==> config.mk <==
export PLATFORM = sky130hd
export DESIGN_NAME = eth_tx_framer_flat
export DESIGN_NICKNAME = d
export VERILOG_FILES = /design/src/rtl/eth_tx_framer_if.sv /design/src/rtl/eth_tx_framer.sv /design/src/flat_wrapper.sv
export SDC_FILE = /design/constraint.sdc
export NUM_CORES = 1
export LEC_CHECK = 0
export CAP_MARGIN = 20
export CELL_PAD_IN_SITES_DETAIL_PLACEMENT = 1
export CELL_PAD_IN_SITES_GLOBAL_PLACEMENT = 1
export CORE_ASPECT_RATIO = 0.8
export CORE_MARGIN = 2
export CORE_UTILIZATION = 42
export CTS_BUF_LIST = sky130_fd_sc_hd__clkbuf_8
export DETAILED_ROUTE_END_ITERATION = 6
export GPL_TIMING_DRIVEN = 0
export PLACE_DENSITY = 0.84
export SYNTH_ARGS = -nofsm -noshare
export SYNTH_HDL_FRONTEND = slang
export SYNTH_SLANG_ARGS = --single-unit
==> constraint.sdc <==
create_clock -name clk -period 2.9 [get_ports clk]
set_input_delay 0.58 -clock clk [delete_from_list [all_inputs] [get_ports clk]]
set_output_delay 0.58 -clock clk [all_outputs]
set_load 0.03 [all_outputs]
==> src/rtl/eth_tx_framer_if.sv <==
// Byte-stream port of the Ethernet TX framer.
// A byte moves on a rising clk edge where tx_valid && tx_ready; tx_data/tx_last must be stable
// while tx_valid is high; tx_ready never depends on tx_valid; tx_err = tx_ready && !tx_valid.
interface eth_tx_framer_if;
    logic       tx_valid;
    logic [7:0] tx_data;
    logic       tx_last;
    logic       tx_ready;
    logic       tx_err;

    modport master (output tx_valid, tx_data, tx_last, input tx_ready, tx_err);
    modport slave  (input tx_valid, tx_data, tx_last, output tx_ready, tx_err);
endinterface

==> src/rtl/eth_tx_framer.sv <==
// Bit-serial Ethernet TX sequencer: preamble/SFD, LSB-first payload, FCS from an external eth_fcs, IFG.
// Define ETH_TX_PAD_EN to zero-pad payloads shorter than MIN_BYTES (pad bytes are CRC'd).
module eth_tx_framer #(
    parameter int PRE_BYTES = 7,
    parameter int IFG_BITS  = 96,
    parameter int MIN_BYTES = 60
) (
    input  logic                 clk,
    input  logic                 reset,
    eth_tx_framer_if.slave       s,
    output logic                 txd,
    output logic                 tx_en,
    output logic                 crc_rst,
    output logic                 crc_en,
    output logic                 crc_bit,
    input  logic [31:0]          crc_val,
    output logic [2:0]           dbg_state
);
    typedef enum logic [2:0] {
        ST_IDLE = 3'd0,
        ST_PRE  = 3'd1,
        ST_SFD  = 3'd2,
        ST_DATA = 3'd3,
        ST_FCS  = 3'd4,
        ST_IFG  = 3'd5
`ifdef ETH_TX_PAD_EN
        , ST_PAD = 3'd6
`endif
    } state_t;

    localparam logic [15:0] PRE_LAST = 16'(PRE_BYTES * 8 - 1);
    localparam logic [15:0] IFG_LAST = 16'(IFG_BITS - 1);
    localparam logic [7:0]  SFD      = 8'hD5;

    state_t      state;
    logic [15:0] bit_cnt;
    logic [15:0] byte_cnt;
    logic [15:0] byte_cnt_inc;
    logic [6:0]  shift;
    logic [31:0] fcs_sh;
    logic        last_q;
    logic        tx_ready_q;
    logic        txd_q;

    assign byte_cnt_inc = (byte_cnt == 16'hFFFF) ? byte_cnt : byte_cnt + 16'd1;
    assign s.tx_ready   = tx_ready_q;
    assign s.tx_err     = tx_ready_q & ~s.tx_valid;
    assign dbg_state    = state;
    // The engine absorbed the last data bit at the edge that entered FCS, so its
    // result is only valid from the first FCS cycle on: send that bit straight through.
    assign txd = (state == ST_FCS && bit_cnt == 16'd0) ? ~crc_val[31] : txd_q;

`ifdef ETH_TX_PAD_EN
    localparam logic [15:0] MIN_CNT = 16'(MIN_BYTES);
`else
    logic unused_cfg;
    assign unused_cfg = (MIN_BYTES > 0);
`endif

    always_ff @(posedge clk) begin
        if (reset) begin
            state      <= ST_IDLE;
            bit_cnt    <= '0;
            byte_cnt   <= '0;
            shift      <= '0;
            fcs_sh     <= '0;
            last_q     <= 1'b0;
            tx_ready_q <= 1'b0;
            txd_q      <= 1'b0;
            tx_en      <= 1'b0;
            crc_rst    <= 1'b1;
            crc_en     <= 1'b0;
            crc_bit    <= 1'b0;
        end else if (tx_ready_q) begin
            // Fetch cycle (last SFD bit or bit 7 of a non-last byte): load or abort.
            tx_ready_q <= 1'b0;
            bit_cnt    <= '0;
            if (s.tx_valid) begin
                state    <= ST_DATA;
                shift    <= s.tx_data[7:1];
                last_q   <= s.tx_last;
                txd_q    <= s.tx_data[0];
                crc_bit  <= s.tx_data[0];
                crc_en   <= 1'b1;
                crc_rst  <= 1'b0;
                byte_cnt <= byte_cnt_inc;
            end else begin
                state   <= ST_IFG;
                txd_q   <= 1'b0;
                tx_en   <= 1'b0;
                crc_rst <= 1'b1;
                crc_en  <= 1'b0;
                crc_bit <= 1'b0;
            end
        end else begin
            case (state)
                ST_IDLE: begin
                    crc_rst <= 1'b1;
                    if (s.tx_valid) begin
                        state    <= ST_PRE;
                        bit_cnt  <= '0;
                        byte_cnt <= '0;
                        txd_q    <= 1'b1;
                        tx_en    <= 1'b1;
                    end
                end
                ST_PRE: begin
                    if (bit_cnt == PRE_LAST) begin
                        state   <= ST_SFD;
                        bit_cnt <= '0;
                        txd_q   <= SFD[0];
                    end else begin
                        bit_cnt <= bit_cnt + 16'd1;
                        txd_q   <= ~txd_q;
                    end
                end
                ST_SFD: begin
                    bit_cnt <= bit_cnt + 16'd1;
                    txd_q   <= SFD[bit_cnt[2:0] + 3'd1];
                    if (bit_cnt[2:0] == 3'd6) tx_ready_q <= 1'b1;
                end
                ST_DATA: begin
                    bit_cnt <= bit_cnt + 16'd1;
                    shift   <= {1'b0, shift[6:1]};
                    txd_q   <= shift[0];
                    crc_bit <= shift[0];
                    if (bit_cnt[2:0] == 3'd6 && !last_q) tx_ready_q <= 1'b1;
                    // Bit 7 only lands here for the last byte; other bytes go through the fetch branch.
                    if (bit_cnt[2:0] == 3'd7) begin
                        bit_cnt <= '0;
                        txd_q   <= 1'b0;
                        crc_bit <= 1'b0;
`ifdef ETH_TX_PAD_EN
                        if (byte_cnt < MIN_CNT) begin
                            state    <= ST_PAD;
                            byte_cnt <= byte_cnt_inc;
                        end else begin
                            state  <= ST_FCS;
                            crc_en <= 1'b0;
                        end
`else
                        state  <= ST_FCS;
                        crc_en <= 1'b0;
`endif
                    end
                end
`ifdef ETH_TX_PAD_EN
                ST_PAD: begin
                    bit_cnt <= bit_cnt + 16'd1;
                    if (bit_cnt[2:0] == 3'd7) begin
                        bit_cnt <= '0;
                        if (byte_cnt < MIN_CNT) begin
                            byte_cnt <= byte_cnt_inc;
                        end else begin
                            state  <= ST_FCS;
                            crc_en <= 1'b0;
                        end
                    end
                end
`endif
                ST_FCS: begin
                    bit_cnt <= bit_cnt + 16'd1;
                    if (bit_cnt[4:0] == 5'd0) begin
                        fcs_sh <= {~crc_val[29:0], 2'b00};
                        txd_q  <= ~crc_val[30];
                    end else if (bit_cnt[4:0] == 5'd31) begin
                        state   <= ST_IFG;
                        bit_cnt <= '0;
                        txd_q   <= 1'b0;
                        tx_en   <= 1'b0;
                        crc_rst <= 1'b1;
                    end else begin
                        txd_q  <= fcs_sh[31];
                        fcs_sh <= {fcs_sh[30:0], 1'b0};
                    end
                end
                ST_IFG: begin
                    if (bit_cnt == IFG_LAST) begin
                        state   <= ST_IDLE;
                        bit_cnt <= '0;
                    end else begin
                        bit_cnt <= bit_cnt + 16'd1;
                    end
                end
                default: state <= ST_IDLE;
            endcase
        end
    end
endmodule
==> src/flat_wrapper.sv <==
// flat-port wrapper written by rule: the top's interface ports become plain ports
module eth_tx_framer_flat 
#(
    parameter int PRE_BYTES = 7,
    parameter int IFG_BITS  = 96,
    parameter int MIN_BYTES = 60
)
  (clk, reset, txd, tx_en, crc_rst, crc_en, crc_bit, crc_val, dbg_state, s_tx_valid, s_tx_data, s_tx_last, s_tx_ready, s_tx_err);
  eth_tx_framer_if s_i ();
  input  logic clk;
  input  logic reset;
  output logic txd;
  output logic tx_en;
  output logic crc_rst;
  output logic crc_en;
  output logic crc_bit;
  input  logic [31:0] crc_val;
  output logic [2:0] dbg_state;
  input wire logic [$bits(s_i.tx_valid)-1:0] s_tx_valid;
  input wire logic [$bits(s_i.tx_data)-1:0] s_tx_data;
  input wire logic [$bits(s_i.tx_last)-1:0] s_tx_last;
  output wire logic [$bits(s_i.tx_ready)-1:0] s_tx_ready;
  output wire logic [$bits(s_i.tx_err)-1:0] s_tx_err;
  assign s_i.tx_valid = s_tx_valid;
  assign s_i.tx_data = s_tx_data;
  assign s_i.tx_last = s_tx_last;
  assign s_tx_ready = s_i.tx_ready;
  assign s_tx_err = s_i.tx_err;
  eth_tx_framer #(.PRE_BYTES(PRE_BYTES), .IFG_BITS(IFG_BITS), .MIN_BYTES(MIN_BYTES)) u_core (.clk(clk), .reset(reset), .s(s_i), .txd(txd), .tx_en(tx_en), .crc_rst(crc_rst), .crc_en(crc_en), .crc_bit(crc_bit), .crc_val(crc_val), .dbg_state(dbg_state));
endmodule
==> flow_summary.json <==
{
  "clkLatencyLatePin_ns": 0.35,
  "yosys_warnings": 0,
  "ant_nets": 0,
  "synth_cell_type_count": 52,
  "max_freq_mhz": 355,
  "synthFlopType": "dfxtp_1",
  "sequentialPowerShare": 0.314,
  "hp-class": "flop to flop",
  "worst_hold_path.num_cells": 2,
  "cell_internal_pwr_w": 0.00184,
  "cts_root_buffer": "clkbuf_8",
  "finalCritPeriodShare": 0.970,
  "tightest_slew_ns": 0.787,
  "mostFrequentLayoutCells": "nor2_1, dfxtp_1, clkdlybuf4s50_1",
  "maxCapViolCount": 0,
  "overflow": 0,
  "r2r_end": "u_core.fcs_sh[27]$_SDFFE_PP0P_",
  "cts_tree": "built",
  "dp_hpwl_mm": 7.98,
  "p_switching_w": 0.00137,
  "syn-num-nets": 477,
  "first_pass_iters": 5,
  "hold_buffers": 0,
  "nets": 544,
  "port_buffers": 53,
  "run_status": "complete, no violations",
  "die_w_um": 106,
  "drt-total-wl_mm": 11.1,
  "core_sq_mm": 0.00802,
  "worstSetupStartpointType": "flop",
  "power_per_cell_area_mw_per_mm2": 723,
  "yosys.area.top_type": "dfxtp_1",
  "grt_antenna_before_repair": 0,
  "synth_edf_count": 0,
  "slew_violations": 0,
  "leakagePower_nw": 1.53,
  "grt_pass1_wl_mm": 17.9,
  "gp_congestion": 0.929,
  "die_area_sq_mm": 0.00910,
  "peakVddDrop_mv": 0.445,
  "ys_ff_latch": 63,
  "min_period_ns": 2.81,
  "route.detailed.drc": 0,
  "arrival_ns": 2.23,
  "num_vias": 3562,
  "switching_share": 0.427,
  "dp_slack_ns": -0.312,
  "htreeDepth": 3,
  "grt_pass1_vias": 3570,
  "drtIter0Drc": 207,
  "layout_setup_ws_ns": 0.0866,
  "whs_endpoint": "u_core.last_q$_SDFFE_PP0P_",
  "cts_buffers": 9,
  "viasPerCell": 5.88,
  "clk_pin_slew_worst_paths_ns": 0.07,
  "final-setup-viol-count": 0,
  "netlist_instances": 427,
  "r2r_start": "u_core.bit_cnt[0]$_SDFFE_PP0P_",
  "wire_per_inst_um": 18.3,
  "rsz0062_at_grt": "false",
  "required_ns": 2.32,
  "cts.sinks": 63,
  "r2r_cells": 10,
  "end_kind": "output port",
  "rows": 29,
  "final_area_sq_mm": 0.00444,
  "drive_above_1_share": 0.151,
  "post-synth-top-area-fraction": 0.360,
  "start_util": 0.437,
  "final_common_cell": "nor2_1",
  "power_w": 0.00321,
  "ys_seq_area_frac": 0.360,
  "grt_start_max_net_pins": 11,
  "hold_viol": 0,
  "hold_start": "u_core.last_q$_SDFFE_PP0P_",
  "placed_area_sq_mm": 0.00417,
  "pwr-share-clk": 0.246,
  "fillers": 991,
  "track_usage": 0.251,
  "synth_area_leaders": "dfxtp_1, a211oi_2, nor2_1, a21oi_1, a211oi_1",
  "async_flop_share": 0,
  "relSlewSlack": 0.471,
  "clock_skew_ns": 0.0106,
  "io-pin-count": 54,
  "p_comb_frac": 0.440,
  "r2r_slack_ns": 0.26,
  "syn_area_per_cell_sq_um": 8.21,
  "area.growth.synth_to_final_pct": 26.6,
  "cts_buffer_depth": 2,
  "critical_path_class": "flop to output port",
  "n_antenna_cell": 0,
  "syn_area_sq_mm": 0.00350,
  "crit_fanout": 7,
  "fp.dieH_um": 85.7
}
registers in the layout (all words and copies together), names as in the netlist:
signal,flops
u_core.shift,7
u_core.txd_q,1
u_core.dbg_state,3
u_core.crc_en,1
u_core.bit_cnt,16
u_core.crc_rst,1
u_core.last_q,1
u_core.crc_bit,1
u_core.tx_en,1
u_core.fcs_sh,30
u_core.s.tx_ready,1
cell usage after synthesis, drive strengths merged, types with 2 or more instances:
master / n
mux2i: 6
nor3: 15
xor2: 4
nor2b: 7
xnor2: 4
ha: 6
o211ai: 3
mux2: 2
a21oi: 48
a2111oi: 3
and3: 3
nor4: 7
a21o: 2
clkbuf: 20
or2: 2
nand4: 8
o21ai: 14
nor2: 80
or3: 4
nand3: 7
nand2: 21
o2111ai: 3
dfxtp: 63
nand2b: 2
nor4b: 2
a41oi: 2
a211oi: 46
buf: 14
inv: 10
final cells by class:
cell class                      instances  area [sq um]  share of cell area
Multi-Input combinational cell        320          2080               0.468
Sequential cell                        63          1260               0.284
Timing Repair Buffer                   56           552               0.124
Buffer                                 34           175              0.0395
Clock buffer                           11           151              0.0341
Tap cell                              108           135              0.0305
Clock inverter                          4          46.3              0.0104
Inverter                               10          37.5             0.00846
metal layers:
layer / vias up / global-route usage / share of wire
met2: 136 / 0.396 / 0.44
met1: 1725 / 0.349 / 0.49
met4: 0 / 0.0646 / 0.015
met3: 19 / 0.0555 / 0.056
met5: - / 0 / 0
li1: 1682 / - / -
worst max-delay path by stage:
stage | depth (start not counted) | end | from | slack [ns]
final | 8 | txd | u_core.bit_cnt[0]$_SDFFE_PP0P_ | 0.09
after floorplan | 8 | u_core.dbg_state[1]$_SDFFE_PP0P_ | u_core.bit_cnt[0]$_SDFFE_PP0P_ | 0.54
after detailed placement | 7 | txd | u_core.bit_cnt[0]$_SDFFE_PP0P_ | -0.31
after global placement | 7 | txd | u_core.bit_cnt[0]$_SDFFE_PP0P_ | -0.23
after CTS | 8 | txd | u_core.bit_cnt[0]$_SDFFE_PP0P_ | 0.08
after global routing | 8 | txd | u_core.bit_cnt[0]$_SDFFE_PP0P_ | 0.02
power groups by stage:
stage | logic, W | clock network (W) | registers [W]
global placement | 0.00127 | 0 | 0.00102
floorplan | 0.000886 | 0 | 0.00103
CTS | 0.00136 | 0.000796 | 0.00100
detailed placement | 0.00131 | 0 | 0.00102
global route | 0.00153 | 0.000828 | 0.00101
finish | 0.00141 | 0.000789 | 0.00101
what timing repair did:
action                     in CTS  in global routing
resized for setup               5                  6
setup endpoints to repair       1                 11
pin swaps                       1                  0
setup buffers                   3                  0
per-stage QoR:
stage,utilization,TNS [ns],std cells,hold WS (ns)
6_report,0.553,0,606,0.480
5_1_grt,0.553,0,606,0.491
4_1_cts,0.551,0,606,0.475
3_5_place_dp,0.520,-0.312,588,0.465
3_3_place_gp,0.520,-0.230,588,0.452
2_1_floorplan,-,0,427,0.426
kinds of logic (layout without fill, tap and decap cells):
logic type               after synthesis  count (layout)  share of synthesized area
adder cells (fa/ha/maj)                6               6                     0.0214
multiplexers                           8               8                     0.0236
AND/OR/NAND/NOR                      166             166                      0.229
AO/OA/AOI/OAI                        132             132                      0.286
XOR/XNOR                               8               8                     0.0200
flip-flops                            63              63                      0.360
buffers and inverters                 44             115                     0.0603
critical path, stage by stage (launching register included):
cell and delay (ns):
dfxtp_1 0.40, inv_2 0.12, ha_1 0.20, nor4b_4 0.34, nand3_4 0.13, nor4_4 0.18, nand2_1 0.08, o21a_1 0.10
dlygate4sd2_1 0.35
(Power assumes the default switching activity.)
